==> src/rtl/echo_seq_pkg.sv <==
// echo_seq_pkg: shared FSM states, mode encodings and index-width helper for the echo sequencer
package echo_seq_pkg;
  typedef enum logic [2:0] {IDLE, SELECT, PULSE, GUARD, WAIT, DONE} state_t;
  localparam logic MODE_ADAPT = 1'b1;
  localparam logic MODE_CANCEL = 1'b0;
  function automatic int idx_w(input int n);
    return n > 1 ? $clog2(n) : 1;
  endfunction
endpackage

==> src/rtl/sampling_counter.sv <==
// sampling_counter: free-running frame counter with wrap pulse; lengths below 2 behave as 2
module sampling_counter #(
  parameter int CNT_W = 13
) (
  input  logic             clk,
  input  logic             rst,
  input  logic [CNT_W-1:0] sampling_cycle,
  output logic [CNT_W-1:0] count,
  output logic             light
);
  logic [CNT_W-1:0] count_q, count_d, last;
  logic light_q, light_d;
  always_comb begin
    last = (sampling_cycle < CNT_W'(2)) ? CNT_W'(1) : sampling_cycle - CNT_W'(1);
    light_d = count_q >= last;
    count_d = light_d ? '0 : count_q + CNT_W'(1);
  end
  always_ff @(posedge clk) begin
    if (rst) begin
      count_q <= '0;
      light_q <= 1'b0;
    end else begin
      count_q <= count_d;
      light_q <= light_d;
    end
  end
  assign count = count_q;
  assign light = light_q;
endmodule

==> src/rtl/echo_pipeline_sequencer.sv <==
// echo_pipeline_sequencer: per-frame walk of the stage chain with enable pulses, ready wait and timeout
module echo_pipeline_sequencer
  import echo_seq_pkg::*;
#(
  parameter int                  N_STAGES    = 5,
  parameter int                  CNT_W       = 13,
  parameter int                  PULSE_LEN   = 2,
  parameter int                  TIMEOUT     = 2048,
  parameter logic [N_STAGES-1:0] ADAPT_MASK  = 5'b11111,
  parameter logic [N_STAGES-1:0] CANCEL_MASK = 5'b10111
) (
  input  logic                clk_operation,
  input  logic                rst,
  input  logic                run,
  input  logic                mode,
  input  logic [CNT_W-1:0]    sampling_cycle,
  input  logic [N_STAGES-1:0] stage_ready,
  output logic [CNT_W-1:0]    sampling_cycle_counter,
  output logic                sampling_light,
  output logic [N_STAGES-1:0] stage_enable,
  output logic                busy,
  output logic                frame_done,
  output logic                timeout_err,
  output logic [3:0]          err_stage,
  output logic                overrun,
  output logic [31:0]         frame_count
);
  localparam int IW = idx_w(N_STAGES);
  localparam int PW = $clog2(PULSE_LEN + 1);
  localparam int TW = $clog2(TIMEOUT + 1);
  state_t state_q, state_d;
  logic [N_STAGES-1:0] pending_q, pending_d, stage_enable_q, stage_enable_d;
  logic [IW-1:0] idx_q, idx_d, nxt;
  logic [PW-1:0] pulse_cnt_q, pulse_cnt_d;
  logic [TW-1:0] wait_cnt_q, wait_cnt_d;
  logic [3:0] err_stage_q, err_stage_d;
  logic [31:0] frame_count_q, frame_count_d;
  logic busy_q, busy_d, frame_done_q, frame_done_d, timeout_err_q, timeout_err_d;
  logic overrun_q, overrun_d, found, frame_start;
  sampling_counter #(.CNT_W(CNT_W)) u_cnt (
    .clk            (clk_operation),
    .rst            (rst),
    .sampling_cycle (sampling_cycle),
    .count          (sampling_cycle_counter),
    .light          (sampling_light)
  );
  assign frame_start = (sampling_cycle_counter == '0) && run;
  always_comb begin
    state_d = state_q;
    pending_d = pending_q;
    idx_d = idx_q;
    pulse_cnt_d = pulse_cnt_q;
    wait_cnt_d = wait_cnt_q;
    err_stage_d = err_stage_q;
    frame_count_d = frame_count_q;
    timeout_err_d = 1'b0;
    overrun_d = frame_start && (state_q != IDLE);
    found = 1'b0;
    nxt = '0;
    // descending scan leaves the lowest pending stage in nxt
    for (int i = N_STAGES - 1; i >= 0; i--) begin
      if (pending_q[i]) begin
        found = 1'b1;
        nxt = IW'(i);
      end
    end
    case (state_q)
      IDLE: if (frame_start) begin
        pending_d = (mode == MODE_ADAPT) ? ADAPT_MASK : CANCEL_MASK;
        state_d = SELECT;
      end
      SELECT: if (found) begin
        idx_d = nxt;
        pending_d[nxt] = 1'b0;
        pulse_cnt_d = '0;
        state_d = PULSE;
      end else begin
        frame_count_d = frame_count_q + 32'd1;
        state_d = DONE;
      end
      PULSE: begin
        pulse_cnt_d = pulse_cnt_q + PW'(1);
        state_d = (pulse_cnt_q == PW'(PULSE_LEN - 1)) ? GUARD : PULSE;
      end
      GUARD: begin
        wait_cnt_d = '0;
        state_d = WAIT;
      end
      WAIT: if (stage_ready[idx_q]) begin
        state_d = SELECT;
      end else if (wait_cnt_q == TW'(TIMEOUT - 1)) begin
        timeout_err_d = 1'b1;
        err_stage_d = 4'(idx_q);
        state_d = IDLE;
      end else begin
        wait_cnt_d = wait_cnt_q + TW'(1);
      end
      default: state_d = IDLE;
    endcase
    stage_enable_d = (state_d == PULSE) ? N_STAGES'(1) << idx_d : '0;
    busy_d = (state_d != IDLE) && (state_d != DONE);
    frame_done_d = state_d == DONE;
  end
  always_ff @(posedge clk_operation) begin
    if (rst) begin
      state_q <= IDLE;
      pending_q <= '0;
      idx_q <= '0;
      pulse_cnt_q <= '0;
      wait_cnt_q <= '0;
      err_stage_q <= '0;
      frame_count_q <= '0;
      stage_enable_q <= '0;
      busy_q <= 1'b0;
      frame_done_q <= 1'b0;
      timeout_err_q <= 1'b0;
      overrun_q <= 1'b0;
    end else begin
      state_q <= state_d;
      pending_q <= pending_d;
      idx_q <= idx_d;
      pulse_cnt_q <= pulse_cnt_d;
      wait_cnt_q <= wait_cnt_d;
      err_stage_q <= err_stage_d;
      frame_count_q <= frame_count_d;
      stage_enable_q <= stage_enable_d;
      busy_q <= busy_d;
      frame_done_q <= frame_done_d;
      timeout_err_q <= timeout_err_d;
      overrun_q <= overrun_d;
    end
  end
  assign stage_enable = stage_enable_q;
  assign busy = busy_q;
  assign frame_done = frame_done_q;
  assign timeout_err = timeout_err_q;
  assign err_stage = err_stage_q;
  assign overrun = overrun_q;
  assign frame_count = frame_count_q;
endmodule

==> config.mk <==
export PLATFORM = sky130hd
export DESIGN_NAME = echo_pipeline_sequencer
export DESIGN_NICKNAME = d
export VERILOG_FILES = /design/src/rtl/echo_seq_pkg.sv /design/src/rtl/sampling_counter.sv /design/src/rtl/echo_pipeline_sequencer.sv
export SDC_FILE = /design/constraint.sdc
export NUM_CORES = 1
export LEC_CHECK = 0
export CORE_UTILIZATION = 54
export DETAILED_ROUTE_END_ITERATION = 8
export DONT_BUFFER_PORTS = 1
export PLACE_DENSITY = 0.78
export REMOVE_ABC_BUFFERS = 1
export SKIP_LAST_GASP = 1
export SLEW_MARGIN = 20
export SYNTH_ARGS = -nofsm -noshare
export SYNTH_HDL_FRONTEND = slang
export SYNTH_SLANG_ARGS = --single-unit
==> constraint.sdc <==
create_clock -name clk_operation -period 9.25 [get_ports clk_operation]
set_input_delay 1.85 -clock clk_operation [delete_from_list [all_inputs] [get_ports clk_operation]]
set_output_delay 1.85 -clock clk_operation [all_outputs]
set_load 0.02 [all_outputs]
==> flow_summary.ini, run 1 <==
[run_status]
status = complete, no violations

[timing]
tightest_slew_ns = 0.8121
tns_ns = 0
rsz0062_at_grt = no
fin_skew_ns = 0.01552
period_minus_slack_ns = 4.420
setup_viol = 0
finalHoldViolations = 0
fin_crit_sh_pct = 47.78
drv_slew = 0
clock.fmax_ghz = 0.2262
slew_headroom_pct = 45.36

[power]
switching_power_w = 0.0002056
p_comb_share_pct = 11.8
p_total_w = 0.0007523
power.density_nw_per_um2 = 161.5
switching_share_pct = 27.34
p_clk_share_pct = 35.8
peakVddDrop_mv = 0.07446
p_leak_nw = 1.528
seqPwrFrac_pct = 52.4
intPower_w = 0.0005466

[clocking]
clock_tree.buffer_depth = 2
cts_tree = built
cts_buffers = 9
ctsRootBufferMaster = clkbuf_8
ctsResizeCount = 0
path_clk_slew_ns = 0.08
hold_buffers = 0
post-cts-setup-buffer-count = 0
clk_latency_ns = 0.36
htree_levels = 3
cts_sinks = 83

[critical_path]
crit_required_ns = 9.55
worstSetupPathType = in -> reg
cp_max_fo = 8
end_kind = flip-flop
reg2reg_depth = 5
start_kind = input port
arrival_ns = 4.72

[die]
die-area_sq_um = 8471
die_h_um = 92.04
core_sq_um = 7767
ioPinCount = 81
initial_core_util_pct = 56.36
rows = 32
die_w_um = 92.04

[global_routing]
overflow = 0
grt_pass1_wl_mm = 16.26
grt_max_degree = 69
track_usage_pct = 23.54
grt_pass1_vias = 3630
antenna_found_initial = 0

[synthesis]
async_flop_share_pct = 0
yosys_warnings = 0
netlist_top_cells_area = dfxtp_1 38%, ha_1 5.4%, a21oi_1 4.5%
synthDistinctLibCells = 49
synthMostInstantiatedCell = dfxtp_1
synthesis.area_sq_um = 4378
syn-instance-count = 532
avgSynthCellArea_sq_um = 8.229
ys_ff_latch = 83
seq_area_frac_synth_pct = 37.95
synth_top_area_share_pct = 37.95
yosys.area.top_type = dfxtp_1
synthFlopType = dfxtp_1
synthTopCellsByCount = 83 x dfxtp_1, 46 x nand2_1, 39 x a21oi_1
synth_edf_count = 0

[cells_and_area]
fill_cells = 686
seq_area_sq_um = 1662
nNetsFinal = 564
multiInputGateArea_sq_um = 2539
finalNonFillerCells = 630
drive_gt1_share_pct = 4.545
synthToLayoutAreaGrowth_pct = 6.373
antenna_cells = 0

[placement]
gp_routability_congestion = 0.8566
dpl.hpwl_mm = 6.915
io_buffers = 0
dp_cells = 613

[worst_hold_path]
hold_depth = 2
hp-class = reg -> reg

[route]
dr.pass1.iters = 5
drt_iter0_markers = 225
num_vias = 3815
drt-vias-per-instance = 6.056
wirelength_mm = 9.535
wl_per_cell_um = 15.13
drc = 0
ant_nets = 0

[run]
cap_violations = 0
[power groups by stage]
stage	sequential [W]	combinational, W	clock, W
3_3_place_gp	0.000402	0.0000856	0
4_1_cts	0.000394	0.0000889	0.000274
3_5_place_dp	0.000403	0.0000884	0
5_1_grt	0.000397	0.000101	0.000290
6_report	0.000394	0.0000890	0.000269
2_1_floorplan	0.000397	0.0000715	0
[layer usage]
layer / vias up / global-route usage [%] / part of all wire (%) / wire length (um)
met5: - / 0 / 0 / 0
met4: 0 / 6.380 / 1.2 / 116
met3: 9 / 7.297 / 5.9 / 560
met2: 100 / 39.74 / 48 / 4580
met1: 1784 / 28.88 / 45 / 4277
li1: 1922 / - / - / -
[placed cells by master (no fill, tap or decap), types with 15 or more instances in the layout]
cell type,count
a21oi_1,39
dfxtp_1,83
ha_1,19
inv_1,27
nand2_1,46
nand3_1,21
nand4_1,20
nor2_1,37
nor3_1,28
o21ai_0,20
o31ai_1,15
or4_1,15
xnor2_1,18
xor2_1,17
[kinds of logic after synthesis]
| group | Yosys count | synth area share (%) |
|---|---|---|
| other | 1 | 0.08566 |
| XOR/XNOR | 35 | 7.002 |
| multiplexers | 7 | 1.601 |
| AND/OR/NAND/NOR | 237 | 29.61 |
| adder cells (fa/ha/maj) | 19 | 5.430 |
| flip-flops | 83 | 37.95 |
| AO/OA/AOI/OAI | 100 | 13.92 |
| buffers and inverters | 50 | 4.401 |
[layout make-up]
cell class                      instances  area share (%)
Timing Repair Buffer                    3          0.4836
Clock buffer                           13           3.412
Inverter                               27           2.176
Sequential cell                        83           35.68
Tap cell                              102           2.740
Clock inverter                          3          0.9941
Multi-Input combinational cell        399           54.51
[critical path, cell delays in order]
cell     delay (ns)
inv_1          0.03
ha_1           0.17
nor3b_1        0.40
nand2_1        0.14
or3_1          0.34
xnor2_1        0.14
nand2_1        0.07
ha_1           0.28
nand2_1        0.06
o31ai_1        0.24
nand2_1        0.08
a32oi_1        0.53
buf_4          0.27
and2_1         0.12
[metrics by stage]
step	utilization, %	instance area (sq um)	hold slack, ns	worst slack, ns
3_5_place_dp	57.10	4436	0.4840	4.188
4_1_cts	59.75	4641	0.4969	4.591
5_1_grt	59.95	4657	0.5164	4.490
6_report	59.95	4657	0.4910	4.830
2_1_floorplan	-	4287	0.4514	4.689
3_3_place_gp	57.10	4436	0.4703	4.308
[final timing paths]
check,startpoint,to,slack [ns]
max reg2reg,state_q[0],frame_count[29],6.44
max,sampling_cycle[0],u_cnt.light,4.83
min,wait_cnt_q[9],wait_cnt_q[9],0.49
min reg2reg,wait_cnt_q[9],wait_cnt_q[9],0.49
[registers in the layout, indices dropped and copies added (netlist names)]
signal        flops
busy              1
state_q           3
idx_q             3
timeout_err       1
wait_cnt_q       12
pending_q         5
u_cnt.light       1
frame_done        1
err_stage         3
pulse_cnt_q       2
frame_count      32
overrun           1
stage_enable      5
u_cnt.count      13
(Power assumes the default switching activity.)
==> run 2: changes to the inputs <==
--- a/config.mk
+++ b/config.mk
@@ -5,10 +5,11 @@
 export SDC_FILE = /design/constraint.sdc
 export NUM_CORES = 1
 export LEC_CHECK = 0
+export ABC_AREA = 1
 export CORE_UTILIZATION = 54
 export DETAILED_ROUTE_END_ITERATION = 8
 export DONT_BUFFER_PORTS = 1
-export PLACE_DENSITY = 0.78
+export PLACE_DENSITY = 0.81
 export REMOVE_ABC_BUFFERS = 1
 export SKIP_LAST_GASP = 1
 export SLEW_MARGIN = 20
==> constraint.sdc (replaced) <==
create_clock -name clk_operation -period 4 [get_ports clk_operation]
set_input_delay 0.8 -clock clk_operation [delete_from_list [all_inputs] [get_ports clk_operation]]
set_output_delay 0.8 -clock clk_operation [all_outputs]
set_load 0.02 [all_outputs]
==> flow_summary.ini, run 2 <==
[cells_and_area]
drive_gt1_share_pct = 7.913
nNetsFinal = 769
synthToLayoutAreaGrowth_pct = 5.388
antenna_cells = 0
fill_cells = 792
largest_register_ffs = 32
multiInputGateArea_sq_um = 2888
final_cell_mix = 173 x nand2_1, 110 x nor2_1, 83 x dfxtp_1, 77 x inv_1, 55 x a21oi_1
layout.cells.most_common = nand2_1
seq_area_sq_um = 1662

[timing]
setup_ws_ns = 0.7020
clock.fmax_ghz = 0.3032
finalHoldViolations = 0
drv_slew = 0
setup_viol = 0
tightest_slew_ns = 0.6090
period_minus_slack_ns = 3.298
tns_ns = 0
slew_headroom_pct = 59.26
fin_skew_ns = 0.01379
fin_crit_sh_pct = 82.45
rsz0062_at_grt = no

[global_routing]
grt_pass1_wl_mm = 19.58
overflow = 0
antenna_found_initial = 0
grt_max_degree = 50
grt_pass1_vias = 4496
track_usage_pct = 25.10

[clocking]
hold_buffers = 0
htree_levels = 3
path_clk_slew_ns = 0.08
cts_tree = built
cts_buffers = 9
post-cts-setup-buffer-count = 0
cts_sinks = 83
clk_latency_ns = 0.35
clock_tree.buffer_depth = 2
ctsResizeCount = 0
ctsRootBufferMaster = clkbuf_8

[synthesis]
synth_top_family_by_area = simple AND/OR/NAND/NOR gates
yosys.area.top_type = dfxtp_1
yosys_warnings = 0
synthSimpleGateAreaFrac_pct = 38.00
async_flop_share_pct = 0
syn-instance-count = 733
synthMuxAreaShare_pct = 0
ys_ff_latch = 83
synth_compound_area_share_pct = 9.132
synth_top_area_share_pct = 33.59
netlist_top_cells_area = dfxtp_1 34%, nand2_1 13%, nor2_1 8.3%
synthTopCellsByCount = 173 x nand2_1, 110 x nor2_1, 83 x dfxtp_1
synthesis.area_sq_um = 4946
seq_area_frac_synth_pct = 33.59
synth_xor_area_share_pct = 6.375
synthAdderAreaFrac_pct = 4.806
synthMostInstantiatedCell = nand2_1
avgSynthCellArea_sq_um = 6.748
synth_edf_count = 0
synthDistinctLibCells = 42
synthFlopType = dfxtp_1

[critical_path]
rrSetupSlack_ns = 1.53
start_kind = input port
reg2reg_depth = 8
arrival_ns = 3.56
cp_max_fo = 13
worstSetupPathType = in -> reg
crit_required_ns = 4.26
end_kind = flip-flop

[route]
routed.top_layer = met4
wl_met3_um = 705
drc = 17
drt-vias-per-instance = 5.528
wl_per_cell_um = 13.82
met2_length_mm = 5.711
dr.pass1.iters = 6
ant_nets = 0
wirelength_mm = 11.62
drt_iter0_markers = 213
met1Wirelength_mm = 4.817
num_vias = 4649

[power]
intPower_w = 0.001357
p_comb_share_pct = 21.9
power.density_nw_per_um2 = 393.1
switching_share_pct = 33.77
p_clk_share_pct = 31.6
p_leak_nw = 1.995
seqPwrFrac_pct = 46.5
switching_power_w = 0.0006921
peakVddDrop_mv = 0.2793

[run]
cap_violations = 0

[die]
ioPinCount = 81
initial_core_util_pct = 56.17
die_h_um = 97.71
rows = 34
core_sq_um = 8806
die-area_sq_um = 9546
die_w_um = 97.71

[worst_hold_path]
hold_depth = 2
hp-class = reg -> reg

[placement]
dpl.hpwl_mm = 8.818
gp_routability_congestion = 0.9101
dp_slack_ns = 0.3842
io_buffers = 0

[run_status]
violations = DRC
status = finished, violations left
run 2: through the flow:
step	utilization [%]	total power [W]	cell area (sq um)	std cells	hold slack, ns
2_1_floorplan	-	0.001300	4861	717	0.4332
5_1_grt	59.19	0.002164	5213	841	0.4848
3_3_place_gp	56.73	0.001391	4996	825	0.4408
4_1_cts	59.19	0.002053	5213	841	0.4768
6_report	59.19	0.002049	5213	841	0.4703
3_5_place_dp	56.73	0.001410	4996	825	0.4640
run 2: path summary, 6_finish.rpt:
kind / start / to
setup / recovery: sampling_cycle[5] / u_cnt.count[0]
hold / removal: pulse_cnt_q[1] / pulse_cnt_q[1]
setup reg to reg: u_cnt.count[2] / u_cnt.count[0]
hold reg to reg: pulse_cnt_q[1] / pulse_cnt_q[1]
run 2: cell type report:
| class | instances | area share [%] |
|---|---|---|
| Multi-Input combinational cell | 551 | 55.40 |
| Sequential cell | 83 | 31.88 |
| Inverter | 83 | 5.977 |
| Tap cell | 108 | 2.592 |
| Clock buffer | 9 | 2.376 |
| Clock inverter | 7 | 1.776 |
run 2: cells by family (layout without fill, tap and decap cells):
family | Yosys count | after routing
adders and majority gates | 19 | 19
other | 1 | 1
DFF | 83 | 83
AOI/OAI and AO/OA | 86 | 86
and+or+nand+nor | 409 | 409
buffers and inverters | 99 | 99
xor gates and xnor gates | 36 | 36
run 2: per-layer routing:
metal / global-route usage [%] / vias to the layer above
met2: 44.24 / 142
met4: 11.77 / 0
met1: 28.17 / 2132
met3: 6.691 / 31
met5: 0 / -
li1: - / 2344
run 2: power by group through the flow:
stage	combinational, W	sequential (W)	clock [W]
2_1_floorplan	0.000341	0.000959	0
3_3_place_gp	0.000422	0.000969	0
3_5_place_dp	0.000439	0.000971	0
4_1_cts	0.000443	0.000952	0.000657
5_1_grt	0.000506	0.000961	0.000697
6_report	0.000448	0.000952	0.000648
run 2: critical path, stage by stage:
cell	delay, ns
nor2_1	0.15
inv_1	0.11
nor3_1	0.31
nand2_1	0.32
nand3_1	0.17
ha_1	0.27
a21oi_1	0.17
o21ai_0	0.10
a21oi_1	0.15
nor2_1	0.05
o21ai_0	0.22
nand4_1	0.47
nor2_1	0.25
